===== src/rtl/oddeven_tally_if.sv =====
// oddeven_tally_if: sample input, flush and summary output handshake bundle for oddeven_tally
interface oddeven_tally_if #(parameter int FRAME_LEN = 8);
  localparam int CNT_W = $clog2(FRAME_LEN + 1);
  logic in_valid;
  logic in_ready;
  logic [3:0] in_data;
  logic [3:0] in_parity;
  logic flush;
  logic out_valid;
  logic out_ready;
  logic [CNT_W-1:0] odd_cnt;
  logic [CNT_W-1:0] even_cnt;
  logic [CNT_W-1:0] max_odd_run;
  logic [CNT_W-1:0] frame_len;
  logic err;
  modport master(
    output in_valid, in_data, in_parity, flush, out_ready,
    input in_ready, out_valid, odd_cnt, even_cnt, max_odd_run, frame_len, err
  );
  modport slave(
    input in_valid, in_data, in_parity, flush, out_ready,
    output in_ready, out_valid, odd_cnt, even_cnt, max_odd_run, frame_len, err
  );
endinterface


===== src/rtl/oddeven_tally.sv =====
// oddeven_tally: per-frame odd/even/longest-odd-run tally with registered summary; ODDEVEN_CHECK_EN adds parity/data checking
module oddeven_tally #(
  parameter int FRAME_LEN = 8
) (
  input logic clk,
  input logic rst_n,
  oddeven_tally_if.slave b
);
  localparam int CNT_W = $clog2(FRAME_LEN + 1);
  typedef enum logic {ACCUM, REPORT} state_t;
  state_t state, state_nx;
  logic [CNT_W-1:0] cnt_odd, cnt_even, cur_run, max_run;
  logic [CNT_W-1:0] n_odd, n_even, n_run, n_max, n_total;
  logic err_flag, n_err, acc, odd, close;
  assign acc = b.in_valid && state == ACCUM;
  assign odd = b.in_parity[0];
  assign b.in_ready = state == ACCUM;
  assign b.out_valid = state == REPORT;
  // next tally values including any sample accepted this cycle, and the frame-close decision
  always_comb begin
    n_odd = cnt_odd + CNT_W'(acc && odd);
    n_even = cnt_even + CNT_W'(acc && !odd);
    n_run = acc ? (odd ? cur_run + CNT_W'(1) : '0) : cur_run;
    n_max = n_run > max_run ? n_run : max_run;
    n_total = n_odd + n_even;
`ifdef ODDEVEN_CHECK_EN
    n_err = err_flag || (acc && b.in_parity != {3'b000, b.in_data[0]});
`else
    n_err = 1'b0;
`endif
    close = state == ACCUM && ((acc && n_total == CNT_W'(FRAME_LEN)) || (b.flush && n_total != '0));
  end
  // next state: close a frame into REPORT, return to ACCUM on summary handshake
  always_comb begin
    state_nx = state;
    if (close) state_nx = REPORT;
    else if (state == REPORT && b.out_ready) state_nx = ACCUM;
  end
  // state register
  always_ff @(posedge clk) begin
    if (!rst_n) state <= ACCUM;
    else state <= state_nx;
  end
  // tally counters clear when a frame closes; summary registers load only on that edge
  always_ff @(posedge clk) begin
    if (!rst_n) begin
      cnt_odd <= '0;
      cnt_even <= '0;
      cur_run <= '0;
      max_run <= '0;
      err_flag <= 1'b0;
      b.odd_cnt <= '0;
      b.even_cnt <= '0;
      b.max_odd_run <= '0;
      b.frame_len <= '0;
      b.err <= 1'b0;
    end else if (close) begin
      cnt_odd <= '0;
      cnt_even <= '0;
      cur_run <= '0;
      max_run <= '0;
      err_flag <= 1'b0;
      b.odd_cnt <= n_odd;
      b.even_cnt <= n_even;
      b.max_odd_run <= n_max;
      b.frame_len <= n_total;
      b.err <= n_err;
    end else if (state == ACCUM) begin
      cnt_odd <= n_odd;
      cnt_even <= n_even;
      cur_run <= n_run;
      max_run <= n_max;
      err_flag <= n_err;
    end
  end
endmodule


===== src/flat_wrapper.sv =====
// flat-port wrapper written by rule: the top's interface ports become plain ports
module oddeven_tally_flat 
#(
  parameter int FRAME_LEN = 8
)
  (clk, rst_n, b_in_valid, b_in_data, b_in_parity, b_flush, b_out_ready, b_in_ready, b_out_valid, b_odd_cnt, b_even_cnt, b_max_odd_run, b_frame_len, b_err);
  oddeven_tally_if #(.FRAME_LEN(FRAME_LEN)) b_i ();
  input logic clk;
  input logic rst_n;
  input wire logic [$bits(b_i.in_valid)-1:0] b_in_valid;
  input wire logic [$bits(b_i.in_data)-1:0] b_in_data;
  input wire logic [$bits(b_i.in_parity)-1:0] b_in_parity;
  input wire logic [$bits(b_i.flush)-1:0] b_flush;
  input wire logic [$bits(b_i.out_ready)-1:0] b_out_ready;
  output wire logic [$bits(b_i.in_ready)-1:0] b_in_ready;
  output wire logic [$bits(b_i.out_valid)-1:0] b_out_valid;
  output wire logic [$bits(b_i.odd_cnt)-1:0] b_odd_cnt;
  output wire logic [$bits(b_i.even_cnt)-1:0] b_even_cnt;
  output wire logic [$bits(b_i.max_odd_run)-1:0] b_max_odd_run;
  output wire logic [$bits(b_i.frame_len)-1:0] b_frame_len;
  output wire logic [$bits(b_i.err)-1:0] b_err;
  assign b_i.in_valid = b_in_valid;
  assign b_i.in_data = b_in_data;
  assign b_i.in_parity = b_in_parity;
  assign b_i.flush = b_flush;
  assign b_i.out_ready = b_out_ready;
  assign b_in_ready = b_i.in_ready;
  assign b_out_valid = b_i.out_valid;
  assign b_odd_cnt = b_i.odd_cnt;
  assign b_even_cnt = b_i.even_cnt;
  assign b_max_odd_run = b_i.max_odd_run;
  assign b_frame_len = b_i.frame_len;
  assign b_err = b_i.err;
  oddeven_tally #(.FRAME_LEN(FRAME_LEN)) u_core (.clk(clk), .rst_n(rst_n), .b(b_i));
endmodule

===== config.mk =====
export PLATFORM = sky130hd
export DESIGN_NAME = oddeven_tally_flat
export DESIGN_NICKNAME = d
export VERILOG_FILES = /design/src/rtl/oddeven_tally_if.sv /design/src/rtl/oddeven_tally.sv /design/src/flat_wrapper.sv
export SDC_FILE = /design/constraint.sdc
export NUM_CORES = 1
export LEC_CHECK = 0
export CAP_MARGIN = 40
export CORE_UTILIZATION = 30
export CTS_CLUSTER_DIAMETER = 200
export DETAILED_ROUTE_END_ITERATION = 8
export MAX_ROUTING_LAYER = met4
export SLEW_MARGIN = 40
export SYNTH_ARGS = -nofsm -noshare
export SYNTH_HDL_FRONTEND = slang
export SYNTH_SLANG_ARGS = --single-unit
export TNS_END_PERCENT = 5

===== constraint.sdc =====
create_clock -name clk -period 9.9 [get_ports clk]
set_clock_uncertainty 0.1 [all_clocks]
set_input_delay 2.475 -clock clk [delete_from_list [all_inputs] [get_ports clk]]
set_output_delay 2.475 -clock clk [all_outputs]
set_load 0.1 [all_outputs]

# Yosys cells after proc, flatten, opt, wreduce, memory -nomap -nowiden
# Index checks and enable logic that the tools add are counted.
dict set report classes {
  mux 5
  eq_ne 1
  div 0
  shift 0
  add_sub_neg 4
  bitwise_logic 2
  mul 0
  order_cmp 1
  n_reduce_logical 12
}
# op count
set op_table {}
lappend op_table {{4-bit two-way mux} 3}
lappend op_table {{4-bit by 1-bit adder with 4-bit output} 2}
lappend op_table {{1-bit logical AND} 7}
lappend op_table {{4-bit by 1-bit adder with 4-bit output, second input constant} 1}
lappend op_table {{4-bit adder} 1}
lappend op_table {{4-bit equality test, second input constant} 1}
lappend op_table {{4-bit greater-than comparator} 1}
lappend op_table {{4-bit nonzero test} 1}
lappend op_table {{1-bit two-way mux} 2}
lappend op_table {{1-bit NOT} 2}
lappend op_table {{2-bit nonzero test} 1}
lappend op_table {{2-bit OR reduction} 1}
lappend op_table {{1-bit logical NOT} 1}
lappend op_table {{1-bit logical OR} 1}
dict set report word_totals {
  latch_bits 0
  ramBits 0
  ff_bits 33
  romBits 0
  elab_cells 34
  inputBits 13
  out_inout_bits 19
  mem_count 0
}

# Depth between registers and ports, before layout
# Gate-level depths: netlist of the first run.
dict set report logic_depth {
  depth_word 10
  ltp_mapped 13
}

# Worst setup path after synthesis of the first run
# No wires, ideal clock.
dict set report synth_timing {
  path_kind {input to register}
  start {input port b_in_valid}
  end {register u_core.b.even_cnt[0]}
  setup_time_ns 0.072
  cell_stages 12
  required_ns 9.728
  arrival_time_ns 4.988
  path_buffers 2
  path_slack_ns 4.740
  cell_sequence {nand2b_1 -> clkbuf_1 -> nor2_1 -> ha_1 -> ha_1 -> fa_1 -> xnor2_1 -> nand2_1 -> o21ai_1 -> o21a_4 -> buf_6 -> mux2i_1}
}
dict set report synth_via {
  elab_chain_len 8
  word_cells_on_any_way 12
  cone_classes {3 x add/sub; 1 x eq/ne; 8 x reduce/logical}
}
# element line_no
set synth_rtl {}
lappend synth_rtl {{start, declared} flat_wrapper.sv:10} ;# input wire logic [$bits(b_i.in_valid)-1:0] b_in_valid;
lappend synth_rtl {{1-bit logical AND *} oddeven_tally.sv:15} ;# assign acc = b.in_valid && state == ACCUM;
lappend synth_rtl {{1-bit logical AND *} oddeven_tally.sv:22} ;# n_even = cnt_even + CNT_W'(acc && !odd);
lappend synth_rtl {{4-bit by 1-bit adder with 4-bit output *} oddeven_tally.sv:22}
lappend synth_rtl {{named net u_core.n_even[0]} oddeven_tally.sv:13} ;# logic [CNT_W-1:0] n_odd, n_even, n_run, n_max, n_total;
lappend synth_rtl {{4-bit adder} oddeven_tally.sv:25} ;# n_total = n_odd + n_even;
lappend synth_rtl {{4-bit equality test / 4-bit nonzero test (equally long branches)} oddeven_tally.sv:31} ;# close = state == ACCUM && ((acc && n_total == CNT_W'(FRAME_LEN)) || (b.flush && n_total != '0));
lappend synth_rtl {{1-bit logical AND} oddeven_tally.sv:31}
lappend synth_rtl {{1-bit logical OR} oddeven_tally.sv:31}
lappend synth_rtl {{1-bit logical AND} oddeven_tally.sv:31}
lappend synth_rtl {{end signal, assigned} oddeven_tally.sv:64} ;# b.even_cnt <= n_even;
lappend synth_rtl {{end, declared} oddeven_tally_if.sv:22} ;# output in_ready, out_valid, odd_cnt, even_cnt, max_odd_run, frame_len, err
# Mark *: on every way through the listed nets, which the timed path passes. The rest lies on a longest branch.
# A chain may end at the register's enable or synchronous reset.

# Worst setup path after layout of the first run
# Same ends and word-level chain as after synthesis.

==> impl_metrics.json, run 1 <==
{
  "final_layout_size_suffix_gt1_frac": 0.214,
  "cp_slowest_stage_delay_ps": 470,
  "design.die.area_mm2": 0.00649,
  "postSynthRegisterBits": 33,
  "report.power.total_uw": 668,
  "fillers": 609,
  "cellLeakagePower_nw": 0.928,
  "count_of_hold_fix_buffers_inserted_at_cts": 0,
  "grt_start_max_net_pins": 32,
  "cts_num_sinks": 33,
  "slowest_stage": "clkdlybuf4s50_1",
  "grt_first_pass_wirelength_mm": 5.88,
  "drt_drc_violations_left": 0,
  "synth_top_flop_cell": "dfxtp_1",
  "insertedDiodeCount": 0,
  "achievable-frequency_mhz": 172,
  "synth_enable_flop_cells": 0,
  "final.period_utilization": 0.588,
  "crit_required_ps": 10010,
  "cp.arrival_ps": 5930,
  "critPathMostFrequentCell": "ha_1",
  "grt_use_total": 0.123,
  "ir_drop_mv": 0.209,
  "ys_types": 40,
  "cts_resized": 0,
  "setup_tns_ps": 0,
  "netlist_instances": 192,
  "cts_root_buf": "clkbuf_8",
  "rsz0062_at_grt": "no",
  "synth_area_mm2": 0.00185,
  "worstSetupEndpointType": "flip-flop",
  "critical_path_peak_fanout": 23,
  "fp.coreArea_mm2": 0.00592,
  "synth-seq-area-share": 0.357,
  "dieWidth_um": 80.5,
  "synthArstFlopShare": 0,
  "start_util": 0.313,
  "max_cap_viol_count": 0,
  "timing.critical_path.buf_inv": 1,
  "synthesis.yosys.warnings": 0,
  "hold_path_class": "flip-flop to flip-flop",
  "boundaryPins": 32,
  "clock_tree.buffer_depth": 2,
  "tritoncts_buffers": 5,
  "worst_setup_hold_path_clk_slew_ps": 70,
  "clock_latency_late_sink_ps": 280,
  "fin_crit_ps": 5820,
  "finalMaxSlewViolations": 0,
  "grt_antenna_before_repair": 0,
  "detail_route.vias_per_cell": 4.76,
  "grt_pass1_vias": 1310,
  "dp.final_hpwl_mm": 2.53,
  "finalSetupViolations": 0,
  "outcome": "finished, final reports clean",
  "dr_pass1_iterations": 4,
  "critical_path.cell_chain": "clkdlybuf4s50_1 > nand2b_1 > nor2_1 > ha_1 > ha_1 > fa_1 > xnor2_1 > nand2_1 > o21ai_1 > o21a_4 > mux2i_1",
  "timing_worst_setup_path_type": "primary input to flip-flop",
  "hold_violations": 0,
  "htreeDepth": 2,
  "power.density_mw_per_mm2": 314,
  "gpl.final_weighted_congestion": 0.850,
  "route.vias.total": 1380,
  "relative_slew_margins": 0.542,
  "net_count_reported_at_finish": 240,
  "floorplan.die.height_um": 80.5,
  "avgSynthCellArea_um2": 9.64,
  "post_cts_buffers": 0,
  "clock_tree_from_tritoncts": "yes",
  "area_growth_pct": 14.9,
  "critPathTopFamily": "adder cells",
  "wire_per_inst_um": 12.4,
  "finalWirelength_mm": 3.59,
  "setup.worst_path.start_class": "primary input",
  "placement_rows": 28,
  "port_buffers": 23,
  "gr-total-overflow": 0,
  "drt.antenna.violating_nets": 0,
  "postSynthNetCount": 218,
  "drt_iter0_drc": 52,
  "worstMarginPinSlew_ps": 676
}
==> layer usage <==
layer	global-route usage	up-vias	wire length (um)
li1	-	719	-
met1	0.152	639	1830
met2	0.186	16	1590
met3	0.0352	6	117
met4	0.0536	0	63
met5	-	-	0
==> synthesized netlist by cell type, types with 2 or more instances <==
library cell   n  share of area
nor2_1         8          0.016
xnor2_1        7          0.033
nand2_1       28          0.057
nor3_1         3         0.0081
nor3_2        11          0.060
mux2i_1       17          0.092
xor2_2         2          0.018
o211a_1        3          0.016
dfxtp_1       33           0.36
nand3_2        2          0.011
o31ai_1        4          0.016
o211ai_1       7          0.028
a21oi_1        3         0.0081
nand3_1        2         0.0054
nor2b_1        4          0.014
buf_6          2          0.012
o22ai_1        2         0.0068
a21o_1         2         0.0081
inv_1          6          0.012
nand2b_1       3          0.010
and3_1         3          0.010
clkbuf_1       5          0.010
xor2_1         2         0.0095
ha_1          12          0.081
o21ai_0        6          0.016
==> registers in the layout, indices dropped and copies added, names as in the netlist <==
name	flops
u_core.b.frame_len	4
u_core.cnt_odd	4
u_core.b.even_cnt	4
u_core.b.odd_cnt	4
u_core.b.max_odd_run	4
u_core.cnt_even	4
u_core.max_run	4
u_core.cur_run	4
u_core.b.out_valid	1
==> placed cells by master (no fill, tap or decap), types with 3 or more instances in the layout <==
cell type        Yosys  final
a21oi_1              3      3
and3_1               3      3
buf_2                0     18
clkbuf_1             5      3
clkbuf_8             0      5
clkdlybuf4s50_1      0      5
dfxtp_1             33     33
ha_1                12     12
inv_1                6      6
mux2i_1             17     17
nand2_1             28     28
nand2b_1             3      3
nor2_1               8      8
nor2b_1              4      4
nor3_1               3      3
nor3_2              11     11
o211a_1              3      3
o211ai_1             7      7
o21ai_0              6      6
o31ai_1              4      4
xnor2_1              7      7
==> worst min-delay path, stage by stage (launching register included) <==
cell,delay (ps)
dfxtp_1,310
nand2_1,50
mux2i_1,50
==> stage by stage <==
| step | setup WS [ps] | area [um2] | hold slack (ps) | util | instances |
|---|---|---|---|---|---|
| after floorplan | 4740 | 1850 | 396 | - | 192 |
| after global placement | 3790 | 2130 | 349 | 0.360 | 282 |
| after detailed placement | 3790 | 2040 | 346 | 0.344 | 282 |
| after CTS | 4080 | 2120 | 356 | 0.358 | 290 |
| after global routing | 3820 | 2130 | 375 | 0.359 | 290 |
| final | 4080 | 2130 | 351 | 0.359 | 290 |
==> layout make-up <==
class	count	area (um2)	area share
multi-input cells	144	1120	0.527
flip-flops and latches	33	661	0.311
repair buffers	24	148	0.0695
well taps	75	93.8	0.0441
clock buffers	8	80.1	0.0377
inverters	6	22.5	0.0106
==> report_power, final <==
part	internal (mW)	leakage, nW	switching (mW)
Combinational	0.106	0.621	0.288
Clock	0.0499	0.0395	0.0458
Sequential	0.156	0.267	0.0217
==> path summary, 6_finish.rpt <==
kind / from / end / slack [ps] / cells past startpoint
worst max-delay path: b_in_valid / u_core.b.even_cnt[0]$_SDFFE_PN0P_ / 4080 / 11
worst max register to register: u_core.b.out_valid$_SDFFE_PN0P_ / u_core.b.even_cnt[0]$_SDFFE_PN0P_ / 5990 / 10
worst min register to register: u_core.b.odd_cnt[1]$_SDFFE_PN0P_ / u_core.b.odd_cnt[1]$_SDFFE_PN0P_ / 350 / 2
worst min-delay path: u_core.b.odd_cnt[1]$_SDFFE_PN0P_ / u_core.b.odd_cnt[1]$_SDFFE_PN0P_ / 350 / 2
==> kinds of logic (layout without fill, tap and decap cells) <==
logic type,count (synthesis),in the layout,share of synthesized area
other,1,1,0.00203
and+or+nand+nor,68,68,0.209
buffers and inverters,15,38,0.0406
xor gates and xnor gates,12,12,0.0730
muxes,17,17,0.0920
DFF,33,33,0.357
adders and majority gates,13,13,0.0920
AOI/OAI and AO/OA,33,33,0.135
Note: power is estimated with default switching activity, not from simulation.
==> run 2: changes to the inputs <==
clock period = 5 ns   (was 9.9 ns; I/O delays follow)
==> run 2 against run 1 <==
- non-clock buffer count increased by 8
- combinational power increased by 110%
- first-iteration DRC count increased by 63%
- sequential power increased by 98%
- sequential share of layout area decreased by 1.3 points
- cell count increased by 2.8%
- largest cell class unchanged
- highest routed layer unchanged
==> impl_metrics.json, run 2 (synthesized netlist as in run 1, its figures left out) <==
{
  "clock_latency_late_sink_ps": 290,
  "grt_use_total": 0.133,
  "worstSetupEndpointType": "flip-flop",
  "dp.final_hpwl_mm": 2.67,
  "worst_setup_hold_path_clk_slew_ps": 70,
  "boundaryPins": 32,
  "cts_resized": 0,
  "cellLeakagePower_nw": 0.987,
  "floorplan.die.height_um": 80.5,
  "timing.critical_path.buf_inv": 2,
  "design.die.area_mm2": 0.00649,
  "critical_path_peak_fanout": 14,
  "grt_pass1_vias": 1385,
  "wire_per_inst_um": 12.4,
  "outcome": "finished, final reports clean",
  "post_cts_buffers": 0,
  "clock_tree_from_tritoncts": "yes",
  "max_cap_viol_count": 0,
  "finish.instance_area_mm2": 0.00222,
  "finalWirelength_mm": 3.68,
  "final_layout_size_suffix_gt1_frac": 0.247,
  "setup_tns_ps": 0,
  "port_buffers": 23,
  "power.switching_fraction": 0.501,
  "fillers": 594,
  "rsz0062_at_grt": "no",
  "hold_violations": 0,
  "gr-total-overflow": 0,
  "cp_slowest_stage_delay_ps": 480,
  "drt_iter0_drc": 85,
  "cell_internal_pwr_uw": 715,
  "p_clk_frac": 0.182,
  "htreeDepth": 2,
  "drt.antenna.violating_nets": 0,
  "finalSetupViolations": 0,
  "timing_worst_setup_path_type": "primary input to flip-flop",
  "worstMarginPinSlew_ps": 697,
  "net_count_reported_at_finish": 248,
  "critPathTopFamily": "compound AO/OA/AOI/OAI gates",
  "tritoncts_buffers": 5,
  "critPathMostFrequentCell": "ha_1",
  "ff2ff_setup_slack_ps": 1510,
  "detail_route.vias_per_cell": 4.78,
  "clock_tree.buffer_depth": 2,
  "post_layout_nonfiller_instances": 298,
  "slowest_stage": "clkdlybuf4s50_1",
  "power.share.sequential": 0.246,
  "count_of_hold_fix_buffers_inserted_at_cts": 0,
  "dp_slack_ps": 442,
  "comb_power_share": 0.572,
  "grt_start_max_net_pins": 32,
  "finalMaxSlewViolations": 0,
  "netSwitchingPower_uw": 717,
  "setup.worst_path.start_class": "primary input",
  "crit_required_ps": 5080,
  "post_placement_cell_count": 290,
  "report.power.total_mw": 1.43,
  "start_util": 0.313,
  "hold_path_class": "flip-flop to flip-flop",
  "final.period_utilization": 0.856,
  "post_dp_cell_area_mm2": 0.00210,
  "most_common_cell_after_layout_fill_and_taps_aside": "dfxtp_1",
  "gpl.final_weighted_congestion": 0.865,
  "dr_pass1_iterations": 4,
  "commonest_non_fill_non_tap_cells_in_the_layout": "dfxtp_1 (33), nand2_1 (28), buf_2 (18)",
  "layout_setup_ws_ps": 719,
  "cts_num_sinks": 33,
  "relative_slew_margins": 0.531,
  "critical_path.cell_chain": "clkdlybuf4s50_1 > nand2b_1 > nor2_1 > ha_1 > xor2_1 > ha_1 > a21o_1 > a21oi_1 > xnor3_2 > o21a_4 > buf_4 > a2111oi_2",
  "cts_root_buf": "clkbuf_8",
  "placement_rows": 28,
  "dieWidth_um": 80.5,
  "fp.coreArea_mm2": 0.00592,
  "grt_first_pass_wirelength_mm": 6.30,
  "cp.arrival_ps": 4360,
  "achievable-frequency_mhz": 234,
  "power.density_mw_per_mm2": 646,
  "grt_antenna_before_repair": 0,
  "ir_drop_mv": 0.472,
  "area_growth_pct": 19.7,
  "drt_drc_violations_left": 0,
  "insertedDiodeCount": 0,
  "fin_crit_ps": 4280,
  "route.vias.total": 1423
}
## run 2: changes by cell type in the layout (fill, tap and decap cells not counted)
cell,delta
clkbuf_8,+1
nor4_1,+1
clkbuf_1,-2
bufinv_16,+1
nor4_2,-1
buf_4,+8
## run 2: metrics by stage
stage | hold WS (ps) | utilization
after floorplan | 396 | -
after global placement | 346 | 0.370
after detailed placement | 351 | 0.355
after CTS | 362 | 0.374
after global routing | 378 | 0.374
final | 359 | 0.374
## run 2: worst paths after layout
| path | to | cells after the start | start |
|---|---|---|---|
| worst max-delay path | u_core.max_run[0]$_SDFFE_PP0N_ | 12 | b_in_valid |
| worst min-delay path | u_core.b.odd_cnt[0]$_SDFFE_PN0P_ | 2 | u_core.b.odd_cnt[0]$_SDFFE_PN0P_ |
| worst max register to register | u_core.max_run[0]$_SDFFE_PP0N_ | 11 | u_core.b.out_valid$_SDFFE_PN0P_ |
| worst min register to register | u_core.b.odd_cnt[0]$_SDFFE_PN0P_ | 2 | u_core.b.odd_cnt[0]$_SDFFE_PN0P_ |
## run 2: tightest hold or removal path: cells and delay by family (launching register included)
| kind | cells | cell delay (ps) |
|---|---|---|
| flops | 1 | 310 |
| simple gates | 1 | 50 |
| mux | 1 | 50 |
## run 2: layer usage
| metal | share of wire | global-route usage | vias to the layer above |
|---|---|---|---|
| met2 | 0.44 | 0.191 | 22 |
| met3 | 0.034 | 0.0375 | 4 |
| met4 | 0.021 | 0.0696 | 0 |
| li1 | - | - | 736 |
| met1 | 0.51 | 0.169 | 661 |
| met5 | 0 | - | - |
## run 2: power by group through the flow
stage,combinational [mW],clock [mW],sequential [mW]
after floorplan,0.476,0,0.566
after global placement,0.852,0,0.357
after detailed placement,0.821,0,0.359
after CTS,0.824,0.268,0.353
after global routing,0.886,0.279,0.359
final,0.820,0.261,0.352
## run 2: final cells by class
| class | instances | area, um2 | area share |
|---|---|---|---|
| repair buffers | 32 | 208 | 0.0937 |
| flip-flops and latches | 33 | 661 | 0.298 |
| inverters | 6 | 22.5 | 0.0102 |
| clock buffers | 7 | 86.3 | 0.0390 |
| clock inverters | 1 | 30.0 | 0.0136 |
| well taps | 75 | 93.8 | 0.0423 |
| multi-input cells | 144 | 1110 | 0.503 |
==> run 3: changes to the inputs <==
CAP_MARGIN = default   (was 40)
==> results of run 3 <==
Final layout, timing and power as in run 2 (identical DEF).
